==> src/rtl/rf_wb_writer.sv <==
// rf_wb_writer: register-file write-back initiator with load wait, extraction and bypass status
module rf_wb_writer #(
    parameter int TIMEOUT = 16,
    parameter int CNT_W   = 5
) (
    input  logic        clk,
    input  logic        rstn,
    input  logic        in_valid,
    output logic        in_ready,
    input  logic        in_regwrite,
    input  logic [4:0]  in_rd,
    input  logic [1:0]  in_wdsel,
    input  logic [31:0] in_alu,
    input  logic [31:0] in_pc4,
    input  logic [2:0]  in_dmtype,
    input  logic [1:0]  in_byteoff,
    input  logic        mem_rvalid,
    input  logic [31:0] mem_rdata,
    output logic        RFWr,
    output logic [4:0]  A3,
    output logic [31:0] WD,
    output logic        fwd_valid,
    output logic [4:0]  fwd_rd,
    output logic [31:0] fwd_data,
    output logic        load_busy,
    output logic [4:0]  load_rd,
    output logic        err_timeout,
    output logic        err_misalign,
    output logic        err_unexp
);
    typedef enum logic {IDLE, WAIT_MEM} state_t;
    state_t           state, state_nx;
    logic [CNT_W-1:0] cnt, cnt_nx;
    logic [4:0]       ld_rd, ld_rd_nx, a3_nx;
    logic [2:0]       ld_type, ld_type_nx;
    logic [1:0]       ld_off, ld_off_nx;
    logic [31:0]      wd_nx, ld_data;
    logic [15:0]      ld_half;
    logic [7:0]       ld_byte;
    logic             wr_nx, to_set, mis_set, unexp_set, misal, xfer, rd_ok;
    assign in_ready  = state == IDLE;
    assign load_busy = state == WAIT_MEM;
    assign load_rd   = load_busy ? ld_rd : 5'd0;
    assign fwd_valid = RFWr;
    assign fwd_rd    = A3;
    assign fwd_data  = WD;
    assign xfer      = in_valid & in_ready;
    assign rd_ok     = in_regwrite & (|in_rd);
    assign ld_byte   = mem_rdata[{ld_off, 3'b000} +: 8];
    assign ld_half   = ld_off[1] ? mem_rdata[31:16] : mem_rdata[15:0];
    // Undefined load types fall through to a full word.
    assign ld_data = ld_type == 3'd1 ? {{16{ld_half[15]}}, ld_half} :
                     ld_type == 3'd2 ? {16'h0, ld_half} :
                     ld_type == 3'd3 ? {{24{ld_byte[7]}}, ld_byte} :
                     ld_type == 3'd4 ? {24'h0, ld_byte} : mem_rdata;
    assign misal = (ld_type == 3'd1 || ld_type == 3'd2) ? ld_off[0] :
                   (ld_type == 3'd3 || ld_type == 3'd4) ? 1'b0 : |ld_off;
    always_comb begin
        state_nx   = state;
        cnt_nx     = cnt;
        ld_rd_nx   = ld_rd;
        ld_type_nx = ld_type;
        ld_off_nx  = ld_off;
        wr_nx      = 1'b0;
        a3_nx      = A3;
        wd_nx      = WD;
        to_set     = 1'b0;
        mis_set    = 1'b0;
        unexp_set  = 1'b0;
        if (state == IDLE) begin
            unexp_set = mem_rvalid;
            if (xfer && rd_ok && in_wdsel == 2'b01) begin
                state_nx   = WAIT_MEM;
                cnt_nx     = '0;
                ld_rd_nx   = in_rd;
                ld_type_nx = in_dmtype;
                ld_off_nx  = in_byteoff;
            end else if (xfer && rd_ok) begin
                wr_nx = 1'b1;
                a3_nx = in_rd;
                wd_nx = in_wdsel == 2'b10 ? in_pc4 : in_alu;
            end
        end else if (mem_rvalid) begin
            // A returning load beats a timeout in the same cycle.
            state_nx = IDLE;
            mis_set  = misal;
            wr_nx    = !misal;
            a3_nx    = misal ? A3 : ld_rd;
            wd_nx    = misal ? WD : ld_data;
        end else if (cnt == CNT_W'(TIMEOUT - 1)) begin
            state_nx = IDLE;
            to_set   = 1'b1;
        end else begin
            cnt_nx = cnt + 1'b1;
        end
    end
    always_ff @(posedge clk or negedge rstn) begin
        if (!rstn) begin
            state        <= IDLE;
            cnt          <= '0;
            ld_rd        <= '0;
            ld_type      <= '0;
            ld_off       <= '0;
            RFWr         <= 1'b0;
            A3           <= '0;
            WD           <= '0;
            err_timeout  <= 1'b0;
            err_misalign <= 1'b0;
            err_unexp    <= 1'b0;
        end else begin
            state        <= state_nx;
            cnt          <= cnt_nx;
            ld_rd        <= ld_rd_nx;
            ld_type      <= ld_type_nx;
            ld_off       <= ld_off_nx;
            RFWr         <= wr_nx;
            A3           <= a3_nx;
            WD           <= wd_nx;
            err_timeout  <= err_timeout | to_set;
            err_misalign <= err_misalign | mis_set;
            err_unexp    <= err_unexp | unexp_set;
        end
    end
endmodule

==> config.mk <==
export PLATFORM = sky130hd
export DESIGN_NAME = rf_wb_writer
export DESIGN_NICKNAME = d
export VERILOG_FILES = /design/src/rtl/rf_wb_writer.sv
export SDC_FILE = /design/constraint.sdc
export NUM_CORES = 1
export LEC_CHECK = 0
export BUFFER_PORTS_ARGS = -buffer_cell sky130_fd_sc_hd__buf_4
export CELL_PAD_IN_SITES_DETAIL_PLACEMENT = 0
export CELL_PAD_IN_SITES_GLOBAL_PLACEMENT = 2
export CORE_AREA = 2 2 133 135
export CTS_BUF_LIST = sky130_fd_sc_hd__clkbuf_2
export DETAILED_ROUTE_END_ITERATION = 6
export DIE_AREA = 0 0 135 137
export PLACE_DENSITY_LB_ADDON = 0.3
export SYNTH_ARGS = -nofsm -noshare
export SYNTH_HDL_FRONTEND = slang
export SYNTH_SLANG_ARGS = --single-unit
==> constraint.sdc <==
create_clock -name clk -period 1.8 [get_ports clk]
set_input_delay 0.18 -clock clk [delete_from_list [all_inputs] [get_ports clk]]
set_output_delay 0.18 -clock clk [all_outputs]
set_load 0.02 [all_outputs]
=== Word level (Yosys, flattened, before mapping) ===
Index checks and enable logic that the tools add are counted.

* Add/subtract/negate cells: 1
* Multiply operators: 0
* Divide/modulo/power cells: 0
* Magnitude comparators: 0
* Equality and inequality tests: 12
* Shift operators: 1
* Mux-type cells: 37
* Bitwise logic cells: 6
* Reduce and logical (&&, ||, !) cells: 12

{| class="wikitable"
|+ Operators by type and width
! cell !! count
|-
| $mux 32 || 10
|-
| $mux 5 || 10
|-
| $shiftx 32x6->8 || 1
|-
| $mux 1 || 16
|-
| $mux 16 || 1
|-
| $ne 2x2->1 const B || 5
|-
| $eq 3x2->1 const B || 2
|-
| $add 5x1->5 const B || 1
|-
| $eq 5x4->1 const B || 1
|-
| $reduce_or 5->1 || 1
|-
| $reduce_and 4->1 || 1
|-
| $reduce_bool 2->1 || 2
|-
| $eq 3x1->1 const B || 1
|-
| $eq 3x3->1 const B || 1
|-
| $or 1x1->1 || 3
|-
| $reduce_and 3->1 || 1
|-
| $and 1x1->1 || 2
|-
| $eq 2x1->1 const B || 1
|-
| $eq 2x2->1 const B || 1
|-
| $logic_and 1x1->1 || 2
|-
| $logic_or 1x1->1 || 2
|-
| $reduce_and 2->1 || 1
|-
| $reduce_or 2->1 || 1
|-
| $logic_not 1->1 || 1
|-
| $not 1->1 || 1
|}

* Register bits: 57
* Bits in latches: 0
* Bits in writable memories: 0
* Bits in read-only memories: 0
* Input port bits: 113
* Output and inout port bits: 86
* Logic and storage cells: 80
* Memories kept: 0

=== Depth between registers and ports, before layout ===
* Depth after elaboration: 8
* Mapped depth: 8
* Gate-level depth less buffers: 7

=== Worst setup path after synthesis ===
Ideal clock, no wire load.

* Kind: flip-flop to flip-flop
* From: register ld_type[1]
* To: register WD[15]
* Setup time: 125 ps
* Arrival: 1860 ps
* Required time: 1675 ps
* Path slack: -185 ps
* Cell stages (with the launch flop): 8
* Buffers on the path: 1
* Clock period less this slack: 1985 ps
* Cell sequence: dfrtp_1 or3b_2 o21ai_0 o311ai_1 and2_4 inv_4 buf_6 mux2_4

* Cells in the longest elaborated chain, start to end: 8
* Elaborated cells on any way between the ends: 17
* Classes of those cells: eq/ne (5); mux (9); reduce/logical (3)

{| class="wikitable"
|+ RTL lines
! what !! RTL line !! source
|-
| from (decl) || 35 || <nowiki>logic [2:0] ld_type, ld_type_nx;</nowiki>
|-
| from (signal assigned) || 114 || <nowiki>ld_type <= ld_type_nx;</nowiki>
|-
| $eq 3x3->1 || 55, 57 ||
|-
| $mux 32 || 55 || <nowiki>ld_type == 3'd4 ? {24'h0, ld_byte} : mem_rdata;</nowiki>
|-
| $mux 32 || 54 || <nowiki>ld_type == 3'd3 ? {{24{ld_byte[7]}}, ld_byte} :</nowiki>
|-
| $mux 32 || 53 || <nowiki>ld_type == 3'd2 ? {16'h0, ld_half} :</nowiki>
|-
| $mux 32 || 52 || <nowiki>assign ld_data = ld_type == 3'd1 ? {{16{ld_half[15]}}, ld_half} :</nowiki>
|-
| $mux 32 || 89 || <nowiki>wd_nx = misal ? WD : ld_data;</nowiki>
|-
| $mux 32 || 83 || <nowiki>end else if (mem_rvalid) begin</nowiki>
|-
| $mux 32 || 70 || <nowiki>if (state == IDLE) begin</nowiki>
|-
| to (signal assigned) || 118 || <nowiki>WD <= wd_nx;</nowiki>
|-
| to (decl) || 21 || <nowiki>output logic [31:0] WD,</nowiki>
|}

Parallel ways exist; a longest one is shown, timed or not. The select of a mux whose other input is x is not followed.
A chain may end at the register's enable or synchronous reset.

=== Worst setup path in the final report ===
* From: register ld_type[0]
* To: register WD[21]

Same word-level chain as after synthesis.

==> summary.txt <==
CTS
  • Worst-skew pair later-pin latency: roughly 0.53 ns
  • H-tree depth: 3
  • Clock Sinks: between 50 and 60
  • CTS root buf: clkbuf_2
  • Clock Pin Slew Worst Setup and Hold Paths: around 0.21 ns
  • Cts bufs inserted: 9
  • Maximum root-to-sink buffer count: 2
  • CTS tree: yes

Timing
  • Slew Limit Fails: 0
  • Final setup viols: 28
  • Worst rel slew slack: around three fifths
  • Tmin final: roughly 1.9 ns
  • Fin crit share: 108%
  • Unrepaired setup endpoints after global routing: yes
  • Fin Clk Skew: 0.0456 ns
  • Max Fclk: just over 500 MHz
  • Final hold vios: 0
  • PnR worst setup slack: -0.146 ns
  • Worst-Margin Slew: roughly 0.57 ns

Worst setup path
  • Worst Reg2Reg Path Length in Cells: 7
  • Critical Path AT: 2.34 ns
  • Req. time, crit path: 2.20 ns
  • CP max FO: 6
  • CP Launch Type: flop
  • Crit. End Element: flop
  • Critical path type: reg -> reg

Routing
  • Top routing layer in use: met4
  • Met2 wire len: around 7200 microns
  • Final wirelength: ~16,000 microns
  • Via count: 4,221
  • Routed vias/inst: between 4 and 5
  • Wire per inst: 17.7 microns
  • Drt pass-1 iters: 4
  • M1 wire length: ~7300 microns
  • Met3 WL: between 1000 and 1500 microns
  • DR DRC count: 0
  • Post-route ant nets: 0
  • Initial DRC count: 172

Place
  • Routability cong.: 0.863
  • Final HPWL DP: about 12,000 microns
  • Port-buffer cells: just under 200

Pwr
  • Peak supply drop: 494 uV
  • Power per cell area: approximately 1000 nW/um^2
  • Leak: roughly 3.2 nW
  • Pwr Total: 6.96 mW

Layout
  • Register Area: between 1000 and 1500 sq um
  • Fill cells: around 1,800
  • Area occupied by multi-input gates: about 2400 sq um
  • Commonest cells after routing, fill and taps aside: 250 x buf_4, 68 x nand2_1, 55 x dfrtp_1
  • Layout cells sized above 1: 54.9%
  • # diodes: 0
  • Final nets: 782
  • Most common cell after layout, fill and taps aside: buf_4
  • Finished Core Util: between 30% and 40%
  • Area Growth Syn to Fin: 65.1%

Flow run
  • Max-capacitance violation count: 0

GRT
  • Grt total ovfl: 0
  • All-layer global routing usage: between 10% and 20%
  • Vias in the first global route: about 4,200
  • First-pass GRT wire length: roughly 23,000 microns
  • Largest net degree at the start of global routing: 38
  • Initial antenna violation count: 0

Synth
  • Syn Area/Cell: around 9.2 sq um
  • Share of the synthesized area in the top cell type: 35.2%
  • Cells after synthesis: 440
  • Number of enable flip-flop cells after synthesis: 0
  • Yosys cell types: 55
  • Leading area contributor after synthesis: dfrtp_1
  • Area contributors post-synth: dfrtp_1 35%, buf_4 7.0%, mux2_4 6.7%, mux2_2 6.7%, nand2_1 6.4%
  • Register area share after synthesis: 35.2%
  • Primary FF master, synth: dfrtp_1
  • Synthesized flop and latch total: 57
  • Ys Warns: 0
  • Synth Cell Area: between 4000 and 5000 sq um
  • Post-synth ARST share: 100%
  • Syn_nets: 555

Floorplan
  • Row Count: 48
  • Die area: between 15,000 and 20,000 sq um
  • Number of I/O pins: about 200
  • Die W: approximately 140 microns
  • Core area: roughly 17,000 sq um
  • Die H: about 140 microns
  • Starting Density: roughly a quarter

Status
  • Failing checks: setup timing
  • Status: complete, but fails checks

Hold path
  • Hold Path Depth: 3
  • Min-delay worst type: in -> reg
## registers in the layout (all words and copies together), names as in the netlist
signal        flops
WD               32
load_busy         1
err_unexp         1
ld_rd             5
cnt               5
RFWr              1
err_misalign      1
A3                5
ld_type           3
err_timeout       1
ld_off            2
## kinds of logic (layout without fill, tap and decap cells)
logic type                 after synthesis  in the layout  synth area share, %
AOI/OAI and AO/OA                      119            119                 20.9
and+or+nand+nor                        118            119                 13.6
buffers and inverters                   86            317                 12.2
DFF                                     57             57                 35.2
muxes                                   54             54                 16.6
xor gates and xnor gates                 4              4                0.865
adders and majority gates                2              2                0.618
## synth_stat cells, types with 8 or more instances
master and instances:
mux2i_1 11, buf_4 38, dfrtp_1 57, nand3_1 9, clkbuf_1 22, inv_1 14
buf_2 9, mux2_4 18, a21oi_1 38, o22ai_1 9, and2_1 8, a211o_1 17
o21ai_0 9, mux2_2 24, nand2_1 69
## what timing repair did
| action | 4_1_cts | 5_1_grt |
|---|---|---|
| setup endpoints to repair | 35 | 40 |
| cloned | 1 | 2 |
| setup buffers | 8 | 9 |
| pin swaps | 6 | 13 |
| hold endpoints to repair | 82 | 0 |
| hold buffers | 22 | 0 |
| resized for setup | 33 | 35 |
## critical path, stage by stage (launching register included)
cell,delay [ns]
dfrtp_1,0.43
or3b_4,0.42
o21ai_4,0.09
o311ai_4,0.10
and2_4,0.21
inv_8,0.09
buf_4,0.15
mux2_4,0.30
## per-stage QoR
step | setup WS (ns) | cell area (sq um) | TNS [ns] | hold slack, ns | std cells
global route | -0.243 | 6680 | -5.78 | 0.0169 | 897
global placement | -0.278 | 5830 | -4.60 | 0.192 | 841
detailed placement | -0.297 | 5830 | -5.34 | 0.197 | 841
finish | -0.146 | 6680 | -2.74 | 0.0678 | 897
CTS | -0.161 | 6460 | -3.11 | 0.00254 | 888
floorplan | -0.158 | 4080 | -3.05 | -0.116 | 440
## routing by layer
layer | vias to the layer above | global-route usage, %
met5 | - | 0
met4 | 0 | 5.27
met3 | 14 | 3.59
met2 | 194 | 26.2
met1 | 2004 | 22.6
li1 | 2009 | -
## final timing paths
| check | endpoint | startpoint | slack (ns) |
|---|---|---|---|
| worst min-delay path | WD[21] | mem_rdata[21] | 0.07 |
| worst min register to register | err_unexp | err_unexp | 0.49 |
| worst max-delay path | WD[21] | ld_type[0] | -0.15 |
| max in group asynchronous | WD[21] | rstn | 1.12 |
| worst max register to register | WD[21] | ld_type[0] | -0.15 |
| min in group asynchronous | err_misalign | rstn | 0.15 |
## where the power goes
| group | internal (mW) | switching [mW] |
|---|---|---|
| logic | 1.89 | 1.87 |
| clock network | 0.750 | 0.533 |
| registers | 1.60 | 0.321 |
| total | 4.24 | 2.72 |
## cell type report
class | count | area share (%)
tap | 225 | 4.21
clock buffer | 11 | 0.824
timing repair buffer | 286 | 34.6
sequential | 57 | 21.4
inverter | 15 | 0.955
clock inverter | 5 | 1.91
multi-input combinational | 298 | 36.1
No activity file was read; power rests on OpenSTA's default activity.
